<file path="config.mk">
export PLATFORM = sky130hd
export DESIGN_NAME = pc_fetch_unit_flat
export DESIGN_NICKNAME = d
export VERILOG_FILES = /design/src/rtl/pc_fetch_unit_pkg.sv /design/src/rtl/pc_fetch_unit_if.sv /design/src/rtl/pc_fetch_unit_ifid_reg.sv /design/src/rtl/pc_fetch_unit.sv /design/src/flat_wrapper.sv
export SDC_FILE = /design/constraint.sdc
export NUM_CORES = 1
export LEC_CHECK = 0
export CORE_MARGIN = 8
export CORE_UTILIZATION = 45
export CTS_BUF_LIST = sky130_fd_sc_hd__clkbuf_4 sky130_fd_sc_hd__clkbuf_8 sky130_fd_sc_hd__clkbuf_16
export CTS_CLUSTER_DIAMETER = 120
export DETAILED_ROUTE_END_ITERATION = 16
export PLACE_DENSITY = 0.84
export SLEW_MARGIN = 20
export SYNTH_ARGS = -nofsm -noshare
export SYNTH_HDL_FRONTEND = slang
export SYNTH_HIERARCHICAL = 1
export SYNTH_SLANG_ARGS = --single-unit
</file>
<file path="constraint.sdc">
create_clock -name clk -period 6.8 [get_ports clk]
set_clock_uncertainty 0.1 [all_clocks]
set_input_delay 1.36 -clock clk [delete_from_list [all_inputs] [get_ports clk]]
set_output_delay 1.36 -clock clk [all_outputs]
set_load 0.02 [all_outputs]
</file>
<file path="src/rtl/pc_fetch_unit_pkg.sv">
// Shared pipeline definitions for the fetch stage and the branch unit.
package pc_fetch_unit_pkg;

  localparam int unsigned INSTR_W = 32;

  localparam logic [INSTR_W-1:0] NOP_INSTR = 32'h0000_0013;

  typedef enum logic [1:0] {
    FETCH   = 2'd0,
    WAIT    = 2'd1,
    DISCARD = 2'd2
  } fetch_state_t;

  // Control-transfer kind reported by the branch unit alongside pc_sel.
  typedef enum logic [1:0] {
    CT_NONE   = 2'd0,
    CT_BRANCH = 2'd1,
    CT_JAL    = 2'd2,
    CT_JALR   = 2'd3
  } ctrl_transfer_t;

endpackage

</file>
<file path="src/rtl/pc_fetch_unit_if.sv">
// Instruction-memory request/response bus between the fetch stage and imem.
interface pc_fetch_unit_if #(
  parameter int unsigned PC_W = 9
);
  import pc_fetch_unit_pkg::*;

  logic               imem_req;
  logic [PC_W-1:0]    imem_addr;
  logic               imem_ready;
  logic [INSTR_W-1:0] imem_rdata;

  modport master (output imem_req, imem_addr, input imem_ready, imem_rdata);
  modport slave  (input imem_req, imem_addr, output imem_ready, imem_rdata);
endinterface

</file>
<file path="src/rtl/pc_fetch_unit_ifid_reg.sv">
// IF/ID pipeline register: bubble beats load, otherwise it holds.
module pc_fetch_unit_ifid_reg
  import pc_fetch_unit_pkg::*;
#(
  parameter int unsigned PC_W = 9
) (
  input  logic               clk,
  input  logic               reset,
  input  logic               load,
  input  logic               bubble,
  input  logic [PC_W-1:0]    fetch_pc,
  input  logic [INSTR_W-1:0] fetch_instr,
  output logic [PC_W-1:0]    ifid_pc,
  output logic [INSTR_W-1:0] ifid_instr,
  output logic               ifid_valid
);

  always_ff @(posedge clk) begin
    if (reset) begin
      ifid_pc    <= '0;
      ifid_instr <= NOP_INSTR;
      ifid_valid <= 1'b0;
    end else if (bubble) begin
      ifid_instr <= NOP_INSTR;
      ifid_valid <= 1'b0;
    end else if (load) begin
      ifid_pc    <= fetch_pc;
      ifid_instr <= fetch_instr;
      ifid_valid <= 1'b1;
    end
  end

endmodule

</file>
<file path="src/rtl/pc_fetch_unit.sv">
// Fetch stage: owns the PC, issues imem requests, absorbs memory latency and redirects.
module pc_fetch_unit
  import pc_fetch_unit_pkg::*;
#(
  parameter int unsigned     PC_W     = 9,
  parameter logic [PC_W-1:0] RESET_PC = '0
) (
  input  logic               clk,
  input  logic               reset,
  input  logic               stall,
  input  logic               pc_sel,
  input  logic [31:0]        branch_pc,
  pc_fetch_unit_if.master    imem,
  output logic [PC_W-1:0]    ifid_pc,
  output logic [INSTR_W-1:0] ifid_instr,
  output logic               ifid_valid,
  output logic               flush_idex
);

  fetch_state_t    state, state_n;
  logic [PC_W-1:0] pc, pc_n;
  logic [PC_W-1:0] redir_pc, redir_pc_n;
  logic [PC_W-1:0] target_pc;
  logic            flush_n;
  logic            ifid_load;
  logic            ifid_bubble;
  logic            unused_branch_bits;

  assign target_pc          = {branch_pc[PC_W-1:2], 2'b00};
  assign unused_branch_bits = ^{branch_pc[31:PC_W], branch_pc[1:0]};

  assign imem.imem_req  = ~reset;
  assign imem.imem_addr = pc;

  always_ff @(posedge clk) begin
    if (reset) begin
      state      <= FETCH;
      pc         <= RESET_PC;
      redir_pc   <= '0;
      flush_idex <= 1'b0;
    end else begin
      state      <= state_n;
      pc         <= pc_n;
      redir_pc   <= redir_pc_n;
      flush_idex <= flush_n;
    end
  end

  always_comb begin
    state_n     = state;
    pc_n        = pc;
    redir_pc_n  = redir_pc;
    flush_n     = 1'b0;
    ifid_load   = 1'b0;
    ifid_bubble = 1'b0;
    case (state)
      FETCH, WAIT: begin
        if (pc_sel) begin
          flush_n     = 1'b1;
          ifid_bubble = 1'b1;
          if (imem.imem_ready) begin
            pc_n    = target_pc;
            state_n = FETCH;
          end else begin
            redir_pc_n = target_pc;
            state_n    = DISCARD;
          end
        end else if (imem.imem_ready) begin
          state_n = FETCH;
          if (!stall) begin
            ifid_load = 1'b1;
            pc_n      = pc + PC_W'(4);
          end
        end else begin
          state_n     = WAIT;
          ifid_bubble = ~stall;
        end
      end
      DISCARD: begin
        // The newest redirect wins, even if it lands on the cycle the stale word returns.
        ifid_bubble = 1'b1;
        if (pc_sel) begin
          redir_pc_n = target_pc;
          flush_n    = 1'b1;
        end
        if (imem.imem_ready) begin
          pc_n    = pc_sel ? target_pc : redir_pc;
          state_n = FETCH;
        end
      end
      default: state_n = FETCH;
    endcase
  end

  pc_fetch_unit_ifid_reg #(.PC_W(PC_W)) u_ifid_reg (
    .clk        (clk),
    .reset      (reset),
    .load       (ifid_load),
    .bubble     (ifid_bubble),
    .fetch_pc   (pc),
    .fetch_instr(imem.imem_rdata),
    .ifid_pc    (ifid_pc),
    .ifid_instr (ifid_instr),
    .ifid_valid (ifid_valid)
  );

endmodule

</file>
<file path="src/flat_wrapper.sv">
// flat-port wrapper written by rule: the top's interface ports become plain ports
module pc_fetch_unit_flat import pc_fetch_unit_pkg::*;
#(
  parameter int unsigned     PC_W     = 9,
  parameter logic [PC_W-1:0] RESET_PC = '0
)
  (clk, reset, stall, pc_sel, branch_pc, ifid_pc, ifid_instr, ifid_valid, flush_idex, imem_imem_req, imem_imem_addr, imem_imem_ready, imem_imem_rdata);
  pc_fetch_unit_if #(.PC_W(PC_W)) imem_i ();
  input  logic clk;
  input  logic reset;
  input  logic stall;
  input  logic pc_sel;
  input  logic [31:0] branch_pc;
  output logic [PC_W-1:0] ifid_pc;
  output logic [INSTR_W-1:0] ifid_instr;
  output logic ifid_valid;
  output logic flush_idex;
  output wire logic [$bits(imem_i.imem_req)-1:0] imem_imem_req;
  output wire logic [$bits(imem_i.imem_addr)-1:0] imem_imem_addr;
  input wire logic [$bits(imem_i.imem_ready)-1:0] imem_imem_ready;
  input wire logic [$bits(imem_i.imem_rdata)-1:0] imem_imem_rdata;
  assign imem_imem_req = imem_i.imem_req;
  assign imem_imem_addr = imem_i.imem_addr;
  assign imem_i.imem_ready = imem_imem_ready;
  assign imem_i.imem_rdata = imem_imem_rdata;
  pc_fetch_unit #(.PC_W(PC_W), .RESET_PC(RESET_PC)) u_core (.clk(clk), .reset(reset), .stall(stall), .pc_sel(pc_sel), .branch_pc(branch_pc), .imem(imem_i), .ifid_pc(ifid_pc), .ifid_instr(ifid_instr), .ifid_valid(ifid_valid), .flush_idex(flush_idex));
endmodule
</file>
==> results of run 1 <==
[per-stage QoR]
step | util [%] | power, W | area (um^2)
6_report | 65.5 | 0.000839 | 3830
5_1_grt | 65.5 | 0.000873 | 3830
4_1_cts | 65.5 | 0.000847 | 3830
3_5_place_dp | 61.6 | 0.000495 | 3600
3_3_place_gp | 61.6 | 0.000493 | 3600
2_1_floorplan | - | 0.000452 | 2690
[final timing paths]
check	from	endpoint	slack, ns	cells past startpoint
worst max-delay path	reset	imem_imem_req	2.47	4
worst min-delay path	u_core/u_ifid_reg/ifid_pc[8]$_SDFFE_PP0P_	u_core/u_ifid_reg/ifid_pc[8]$_SDFFE_PP0P_	0.37	2
worst max register to register	u_core/state[1]$_SDFFE_PP0P_	u_core/u_ifid_reg/ifid_instr[28]$_SDFFE_PP0P_	4.49	4
worst min register to register	u_core/u_ifid_reg/ifid_pc[8]$_SDFFE_PP0P_	u_core/u_ifid_reg/ifid_pc[8]$_SDFFE_PP0P_	0.37	2
[area by class of cell]
type                            count  area share [%]
Multi-Input combinational cell    182            33.0
Sequential cell                    63            32.9
Timing Repair Buffer               98            25.5
Clock buffer                       14            5.03
Tap cell                           75            2.45
Clock inverter                      2           0.915
Inverter                            2           0.196
[placed cells by master, fill, tap and decap left out, drive strengths merged, types with 2 or more instances in the layout]
cell type	Yosys	layout
nand4bb	9	9
nand3	5	5
a21o	3	3
nor2b	2	2
mux2i	40	40
a31o	2	2
o221ai	2	2
o21ai	15	15
nor4	2	2
inv	2	2
nor3	3	3
a22oi	2	2
a211oi	3	3
clkbuf	7	14
nand2b	12	12
a32o	2	2
buf	12	2
dfxtp	63	63
clkdlybuf4s50	0	96
nor2	48	48
and3	5	5
a21oi	6	6
nand2	7	7
[power by group through the flow]
stage | registers [W] | clock network, W | logic [W]
after floorplan | 0.000399 | 0 | 0.0000532
after global routing | 0.000388 | 0.000377 | 0.000107
after CTS | 0.000387 | 0.000360 | 0.000100
after detailed placement | 0.000395 | 0 | 0.0000994
final | 0.000387 | 0.000352 | 0.0000998
after global placement | 0.000395 | 0 | 0.0000976
[sequential cells by signal, summed over array words and instances (netlist names)]
| signal | cells |
|---|---|
| u_core/flush_idex | 1 |
| u_core/imem.imem_addr | 9 |
| u_core/redir_pc | 9 |
| u_core/state | 2 |
| u_core/u_ifid_reg/ifid_instr | 32 |
| u_core/u_ifid_reg/ifid_pc | 9 |
| u_core/u_ifid_reg/ifid_valid | 1 |
[cells by family after synthesis]
kind of cell | after synthesis | synth area share [%]
AND/OR/NAND/NOR | 98 | 20.0
flip-flops | 63 | 47.0
AO/OA/AOI/OAI | 41 | 10.8
multiplexers | 40 | 14.9
buffers and inverters | 21 | 6.20
XOR/XNOR | 2 | 0.652
adder cells (fa/ha/maj) | 1 | 0.466
[routing by layer]
layer	vias up	share of wire, %
met1	1062	46
met3	11	8.3
met4	0	0.98
li1	1112	-
met2	106	45
met5	-	0
[critical path: cells and delay by family]
kind / cells / cell delay [ns]
buf+inv: 4 / 1.50
==> results.py, run 1 <==
metrics = {
    "global_routing": {
        "use_met3_pct": 4.57,
        "overflow": 0,
        "grt_use_met2_pct": 24.9,
        "antenna_found_initial": 0,
        "grt_first_pass_wirelength_mm": 10.9,
        "grt-busiest-layer": "met2",
        "grt_pass1_vias": 2246,
        "gr-usage-met1_pct": 19.4,
        "grt_usage_pct": 15.5,
        "grt_max_degree": 44,
    },
    "critical_path": {
        "crit_arrival_ns": 2.87,
        "worstPathMaxFanout": 39,
        "worstSetupEndpointType": "output port",
        "cp-start-kind": "input pin",
        "cpMostUsedCell": "clkdlybuf4s50_1",
        "cp_slowest_stage_delay_ns": 0.57,
        "path_cells": "clkdlybuf4s50_1 > buf_4 > inv_1 > clkdlybuf4s50_1",
        "required_ns": 5.34,
        "cp_slowest_cell": "clkdlybuf4s50_1",
        "worstSetupPathType": "in2out",
    },
    "die": {
        "rows": 28,
        "die_w_um": 93.2,
        "dieArea_mm2": 0.00869,
        "coreArea_mm2": 0.00585,
        "initial_core_util_pct": 45.9,
        "die-height_um": 93.2,
        "pin_count": 122,
    },
    "finish": {
        "area_delta_synth_final_pct": 42.6,
        "antenna-diode-count": 0,
        "fillers": 468,
        "multiInputGateArea_mm2": 0.00126,
        "drive_above_1_share_pct": 7.76,
        "layout.nets": 426,
        "regArea_mm2": 0.00126,
        "stdcell_count": 436,
    },
    "power_and_ir_drop": {
        "internal_power_w": 0.000650,
        "p_sw_w": 0.000189,
        "pwr_density_cell_mw_per_mm2": 219,
        "switching_share_pct": 22.5,
        "cellLeakagePower_nw": 1.38,
        "seq_power_share_pct": 46.2,
        "combPwrFrac_pct": 11.9,
        "power.share.clock_pct": 42.0,
        "ir_drop_uv": 149,
    },
    "synth": {
        "synth_edf_count": 0,
        "synth.most_common_cell": "dfxtp_1",
        "synth_ff_type": "dfxtp_1",
        "synthTopCellsByArea": "dfxtp_1, mux2i_1, nor2_1",
        "synth_top_area_share_pct": 47.0,
        "syn_avg_cell_area_um2": 10.1,
        "syn_nets": 336,
        "synth_commonest_cells": "dfxtp_1, nor2_1, mux2i_1",
        "yosys.area.top_type": "dfxtp_1",
        "async_reset_ff_share_pct": 0,
        "synth_seq_area_share_pct": 47.0,
        "netlist_area_mm2": 0.00269,
        "synth_cell_types": 44,
        "ys_warn_count": 6,
        "ys_seq_elements": 63,
        "synth_cells": 266,
    },
    "sta": {
        "period_minus_slack_ns": 4.33,
        "slew_violations": 0,
        "slew_headroom_pct": 33.1,
        "fin_hold_ws_ns": 0.374,
        "setup-violations-final": 0,
        "fin_ws_ns": 2.47,
        "fin_setup_tns_ns": 0,
        "tightest_slew_ns": 1.00,
        "period_share_pct": 63.7,
        "fmax_mhz": 231,
        "hold_viol": 0,
        "rsz0062_at_grt": "false",
    },
    "placed_design": {
        "placed_cells": 420,
        "post-place-ws_ns": 2.45,
        "port_buffers": 96,
        "gp_congestion": 0.893,
        "place_hpwl_mm": 4.95,
    },
    "detailed_routing": {
        "wl_per_cell_um": 15.7,
        "ant_nets": 0,
        "drt_first_iter_violations": 98,
        "vias": 2291,
        "vias_per_cell": 5.25,
        "routed_wl_mm": 6.85,
        "firstDrtPassIters": 4,
        "drc": 0,
    },
    "clock_tree": {
        "cts_buffers": 9,
        "clkTransAtPathRegs_ns": 0.06,
        "hold_buffers": 0,
        "clock_sinks": 63,
        "worstSkewPairLatency_ns": 0.32,
        "clockBufferDepth": 2,
        "cts_resized": 0,
        "cts_root_buf": "clkbuf_8",
        "cts_tree": "built",
        "post_cts_buffers": 0,
        "cts_max_level": 3,
    },
    "run_status": {
        "status": "complete, no violations",
    },
    "worst_hold_path": {
        "hold_class": "reg2reg",
    },
    "job": {
        "cap_violations": 0,
    },
}
Note: power is estimated with default switching activity, not from simulation.
==> run 2, diff against run 1 <==
--- a/config.mk
+++ b/config.mk
@@ -6,11 +6,11 @@
 export NUM_CORES = 1
 export LEC_CHECK = 0
 export CORE_MARGIN = 8
-export CORE_UTILIZATION = 45
+export CORE_UTILIZATION = 41
 export CTS_BUF_LIST = sky130_fd_sc_hd__clkbuf_4 sky130_fd_sc_hd__clkbuf_8 sky130_fd_sc_hd__clkbuf_16
 export CTS_CLUSTER_DIAMETER = 120
 export DETAILED_ROUTE_END_ITERATION = 16
-export PLACE_DENSITY = 0.84
+export PLACE_DENSITY = 0.77
 export SLEW_MARGIN = 20
 export SYNTH_ARGS = -nofsm -noshare
 export SYNTH_HDL_FRONTEND = slang
==> constraint.sdc (replaced) <==
create_clock -name clk -period 4 [get_ports clk]
set_clock_uncertainty 0.1 [all_clocks]
set_input_delay 0.8 -clock clk [delete_from_list [all_inputs] [get_ports clk]]
set_output_delay 0.8 -clock clk [all_outputs]
set_load 0.02 [all_outputs]
==> run 2 against run 1 <==
Compared with the run above:
- hold slack worse by 0.0029 ns
- combinational power up 72%
- core utilization down 5.8 points
- first-iteration DRC count down 57%
- sequential cell count unchanged
- die area up 8.0%
- setup slack worse by 1.4 ns
- global-route usage down 1.2 points
==> results.py, run 2 (synthesis gave the netlist of run 1 again) <==
metrics = {
    "detailed_routing": {
        "vias_per_cell": 5.14,
        "drt_first_iter_violations": 42,
        "routed_wl_mm": 6.78,
        "wl_per_cell_um": 15.5,
        "drc": 0,
        "firstDrtPassIters": 4,
        "vias": 2246,
        "ant_nets": 0,
    },
    "die": {
        "die_w_um": 96.9,
        "rows": 29,
        "coreArea_mm2": 0.00635,
        "initial_core_util_pct": 42.3,
        "dieArea_mm2": 0.00939,
        "pin_count": 122,
        "die-height_um": 96.9,
    },
    "power_and_ir_drop": {
        "combPwrFrac_pct": 13.3,
        "internal_power_w": 0.000972,
        "pwr_density_cell_mw_per_mm2": 340,
        "switching_share_pct": 24.6,
        "ir_drop_uv": 193,
        "p_sw_w": 0.000317,
        "cellLeakagePower_nw": 1.36,
        "seq_power_share_pct": 51.0,
        "power.share.clock_pct": 35.6,
    },
    "worst_hold_path": {
        "hold_class": "reg2reg",
        "min_from": "u_core/u_ifid_reg/ifid_instr[4]$_SDFFE_PP1P_",
        "holdPathEnd": "u_core/u_ifid_reg/ifid_instr[4]$_SDFFE_PP1P_",
        "min_path_cells": 2,
    },
    "placed_design": {
        "port_buffers": 96,
        "place_hpwl_mm": 4.80,
        "gp_congestion": 0.827,
    },
    "sta": {
        "hold_viol": 0,
        "fmax_mhz": 341,
        "period_share_pct": 73.4,
        "fin_hold_ws_ns": 0.371,
        "period_minus_slack_ns": 2.94,
        "slew_violations": 0,
        "rsz0062_at_grt": "false",
        "setup-violations-final": 0,
        "fin_setup_tns_ns": 0,
        "slew_headroom_pct": 60.5,
        "tightest_slew_ns": 0.591,
    },
    "critical_path": {
        "rr_worst_depth": 5,
        "r2r_end": "u_core/u_ifid_reg/ifid_instr[5]$_SDFFE_PP0P_",
        "reg2reg_slack_ns": 2.10,
        "r2r_start": "u_core/state[1]$_SDFFE_PP0P_",
        "worstSetupPathType": "in2out",
        "worstPathMaxFanout": 5,
        "worstSetupEndpointType": "output port",
        "cp-start-kind": "input pin",
        "crit_arrival_ns": 2.04,
        "required_ns": 3.10,
    },
    "clock_tree": {
        "worstSkewPairLatency_ns": 0.33,
        "cts_max_level": 3,
        "clockBufferDepth": 2,
        "clock_sinks": 63,
        "cts_buffers": 9,
        "cts_resized": 0,
        "post_cts_buffers": 0,
        "clkTransAtPathRegs_ns": 0.06,
        "cts_root_buf": "clkbuf_8",
        "cts_tree": "built",
        "hold_buffers": 0,
    },
    "finish": {
        "top_register": "u_core/u_ifid_reg/ifid_instr",
        "layout.nets": 428,
        "final_cell_mix": "clkdlybuf4s50_1, dfxtp_1, nor2_1",
        "largest_reg_flops": 32,
        "drive_above_1_share_pct": 7.50,
        "final_common_cell": "clkdlybuf4s50_1",
        "antenna-diode-count": 0,
        "area_delta_synth_final_pct": 41.1,
    },
    "global_routing": {
        "grt_max_degree": 44,
        "antenna_found_initial": 0,
        "grt_first_pass_wirelength_mm": 11.0,
        "overflow": 0,
        "grt_pass1_vias": 2224,
        "grt_usage_pct": 14.3,
    },
    "job": {
        "cap_violations": 0,
    },
    "run_status": {
        "status": "complete, no violations",
    },
}
## run 2: cell types whose count changed in the layout (fill, tap and decap cells not counted)
cell       before  now
buf_12          0    1
buf_4           2    3
bufinv_16       1    0
clkbuf_4        0    1
clkbuf_8       14   10
clkinv_2        1    2
## run 2: per-stage QoR
| step | total power (W) | instances | worst slack, ns | area (um^2) | utilization (%) |
|---|---|---|---|---|---|
| finish | 0.00129 | 437 | 1.06 | 3790 | 59.6 |
| floorplan | 0.000769 | 266 | 1.32 | 2690 | - |
| detailed placement | 0.000844 | 424 | 1.08 | 3630 | 57.2 |
| CTS | 0.00131 | 437 | 1.06 | 3790 | 59.6 |
| global route | 0.00135 | 437 | 1.03 | 3790 | 59.6 |
| global placement | 0.000841 | 424 | 1.08 | 3630 | 57.2 |
## run 2: final cells by class
type,instances,area [um^2]
repair buffers,100,1000
inverters,2,7.51
fillers,561,2560
multi-input cells,182,1260
clock inverters,2,10.0
flip-flops and latches,63,1260
clock buffers,11,145
well taps,77,96.3
## run 2: worst max-delay path, stage by stage
cell and delay (ns):
clkdlybuf4s50_1 0.44, inv_1 0.16, clkdlybuf4s50_1 0.64
## run 2: power groups by stage
stage | registers (W) | logic [W] | clock network [W]
floorplan | 0.000678 | 0.0000904 | 0
global placement | 0.000671 | 0.000170 | 0
detailed placement | 0.000672 | 0.000172 | 0
CTS | 0.000658 | 0.000173 | 0.000475
global route | 0.000660 | 0.000185 | 0.000504
finish | 0.000658 | 0.000172 | 0.000459
## run 2: metal layers
layer  vias to the layer above  wire length [um]  GRT usage [%]
met5                         -                 0              0
met4                         0               124           7.10
met3                        11               436           4.62
met2                        86              3030           22.1
met1                      1032              3180           17.4
li1                       1117                 -              -
## run 2: worst max path at each step
stage | start | endpoint | slack, ns | cells past startpoint
detailed placement | reset | imem_imem_req | 1.08 | 3
finish | reset | imem_imem_req | 1.06 | 3
global placement | reset | imem_imem_req | 1.08 | 3
floorplan | pc_sel | u_core/u_ifid_reg/ifid_instr[0]$_SDFFE_PP1P_ | 1.32 | 7
global route | reset | imem_imem_req | 1.03 | 3
CTS | reset | imem_imem_req | 1.06 | 3
==> run 3, diff against run 2 <==
==> constraint.sdc (replaced) <==
create_clock -name clk -period 2.8 [get_ports clk]
set_clock_uncertainty 0.1 [all_clocks]
set_input_delay 0.56 -clock clk [delete_from_list [all_inputs] [get_ports clk]]
set_output_delay 0.56 -clock clk [all_outputs]
set_load 0.02 [all_outputs]
==> run 3 against run 2 <==
Compared with the run above:
- hold slack better by 0.0014 ns
- cell area up 1.5%
- largest cell class unchanged
- via count up 1.5%
- sequential share of layout area down 0.50 points
- first-iteration DRC count up 45%
- global-route usage up 0.67 points
==> results.py, run 3 (synthesis gave the netlist of run 1 again) <==
metrics = {
    "run_status": {
        "status": "complete, no violations",
    },
    "finish": {
        "layout.nets": 430,
        "antenna-diode-count": 0,
        "area_delta_synth_final_pct": 43.2,
        "drive_above_1_share_pct": 8.77,
        "top_register": "u_core/u_ifid_reg/ifid_instr",
        "largest_reg_flops": 32,
        "fin_util_pct": 60.6,
        "fillers": 562,
        "regArea_mm2": 0.00126,
        "multiInputGateArea_mm2": 0.00126,
        "final_common_cell": "clkdlybuf4s50_1",
        "final_cell_mix": "clkdlybuf4s50_1, dfxtp_1, nor2_1",
    },
    "worst_hold_path": {
        "holdPathEnd": "u_core/u_ifid_reg/ifid_pc[8]$_SDFFE_PP0P_",
        "hold_class": "reg2reg",
        "min_from": "u_core/u_ifid_reg/ifid_pc[8]$_SDFFE_PP0P_",
        "min_path_cells": 2,
    },
    "placed_design": {
        "place_hpwl_mm": 5.02,
        "gp_congestion": 0.834,
        "post-place-ws_ns": 0.355,
        "port_buffers": 96,
    },
    "critical_path": {
        "r2r_start": "u_core/state[1]$_SDFFE_PP0P_",
        "cp-start-kind": "input pin",
        "rr_worst_depth": 5,
        "required_ns": 2.14,
        "worstPathMaxFanout": 5,
        "crit_arrival_ns": 1.79,
        "reg2reg_slack_ns": 0.92,
        "worstSetupEndpointType": "output port",
        "r2r_end": "u_core/u_ifid_reg/ifid_instr[17]$_SDFFE_PP0P_",
        "worstSetupPathType": "in2out",
    },
    "clock_tree": {
        "clock_sinks": 63,
        "cts_resized": 0,
        "post_cts_buffers": 0,
        "cts_root_buf": "clkbuf_8",
        "cts_tree": "built",
        "clockBufferDepth": 2,
        "cts_buffers": 9,
        "worstSkewPairLatency_ns": 0.34,
        "hold_buffers": 0,
        "cts_max_level": 3,
        "clkTransAtPathRegs_ns": 0.07,
    },
    "die": {
        "die-height_um": 96.9,
        "dieArea_mm2": 0.00939,
        "die_w_um": 96.9,
        "pin_count": 122,
        "initial_core_util_pct": 42.3,
        "coreArea_mm2": 0.00635,
        "rows": 29,
    },
    "power_and_ir_drop": {
        "p_sw_w": 0.000484,
        "switching_share_pct": 24.4,
        "seq_power_share_pct": 47.3,
        "internal_power_w": 0.00150,
        "ir_drop_uv": 260,
        "combPwrFrac_pct": 12.4,
        "pwr_density_cell_mw_per_mm2": 517,
        "cellLeakagePower_nw": 1.39,
        "power.share.clock_pct": 40.3,
    },
    "job": {
        "cap_violations": 0,
    },
    "global_routing": {
        "grt_first_pass_wirelength_mm": 11.6,
        "grt_pass1_vias": 2312,
        "grt_max_degree": 39,
        "antenna_found_initial": 0,
        "overflow": 0,
        "grt_usage_pct": 15.0,
    },
    "sta": {
        "rsz0062_at_grt": "false",
        "fin_ws_ns": 0.350,
        "slew_headroom_pct": 63.2,
        "setup-violations-final": 0,
        "fin_setup_tns_ns": 0,
        "slew_violations": 0,
        "fmax_mhz": 408,
        "period_share_pct": 87.5,
        "hold_viol": 0,
        "tightest_slew_ns": 0.552,
        "period_minus_slack_ns": 2.45,
    },
    "detailed_routing": {
        "drc": 0,
        "ant_nets": 0,
        "routed_wl_mm": 6.93,
        "vias_per_cell": 5.16,
        "vias": 2279,
        "drt_first_iter_violations": 61,
        "firstDrtPassIters": 4,
        "wl_per_cell_um": 15.7,
    },
}
-- run 3: changes by cell type in the layout (fill, tap and decap cells not counted) --
cell,delta
buf_4,+2
bufinv_16,+1
clkbuf_4,+1
clkinv_2,+1
-- run 3: critical path, cell delays in order --
cell and delay, ns:
clkdlybuf4s50_1 0.43, inv_1 0.16, clkdlybuf4s50_1 0.63
-- run 3: per-stage QoR --
step | cells | area, um^2 | hold WS, ns | power [W]
CTS | 442 | 3840 | 0.378 | 0.00201
global placement | 426 | 3650 | 0.351 | 0.00120
finish | 442 | 3840 | 0.372 | 0.00199
detailed placement | 426 | 3650 | 0.361 | 0.00121
floorplan | 266 | 2690 | 0.353 | 0.00110
global route | 442 | 3840 | 0.400 | 0.00207
-- run 3: metal layers --
metal	wire length, um	vias to the layer above	GRT usage, %
met5	0	-	0
met2	3130	94	23.9
li1	-	1124	-
met3	472	11	4.98
met1	3230	1050	17.9
met4	105	0	6.39
-- run 3: worst max path at each step --
stage / startpoint / to / slack, ns / depth (start not counted)
finish: reset / imem_imem_req / 0.35 / 3
global route: reset / imem_imem_req / 0.31 / 3
CTS: reset / imem_imem_req / 0.35 / 3
detailed placement: reset / imem_imem_req / 0.35 / 3
global placement: reset / imem_imem_req / 0.36 / 3
floorplan: pc_sel / u_core/u_ifid_reg/ifid_instr[0]$_SDFFE_PP1P_ / 0.36 / 7
-- run 3: final cells by class --
class                           instances  share of cell area, %
Clock inverter                          4                   1.17
Clock buffer                           12                   3.97
Multi-Input combinational cell        182                   32.9
Sequential cell                        63                   32.8
Inverter                                2                  0.195
Timing Repair Buffer                  102                   26.5
Tap cell                               77                   2.51
-- run 3: power by group through the flow --
stage / Sequential (W) / Clock, W / Combinational, W
floorplan: 0.000969 / 0 / 0.000129
global placement: 0.000959 / 0 / 0.000245
detailed placement: 0.000960 / 0 / 0.000248
CTS: 0.000939 / 0.000819 / 0.000249
global route: 0.000942 / 0.000862 / 0.000269
finish: 0.000939 / 0.000801 / 0.000247
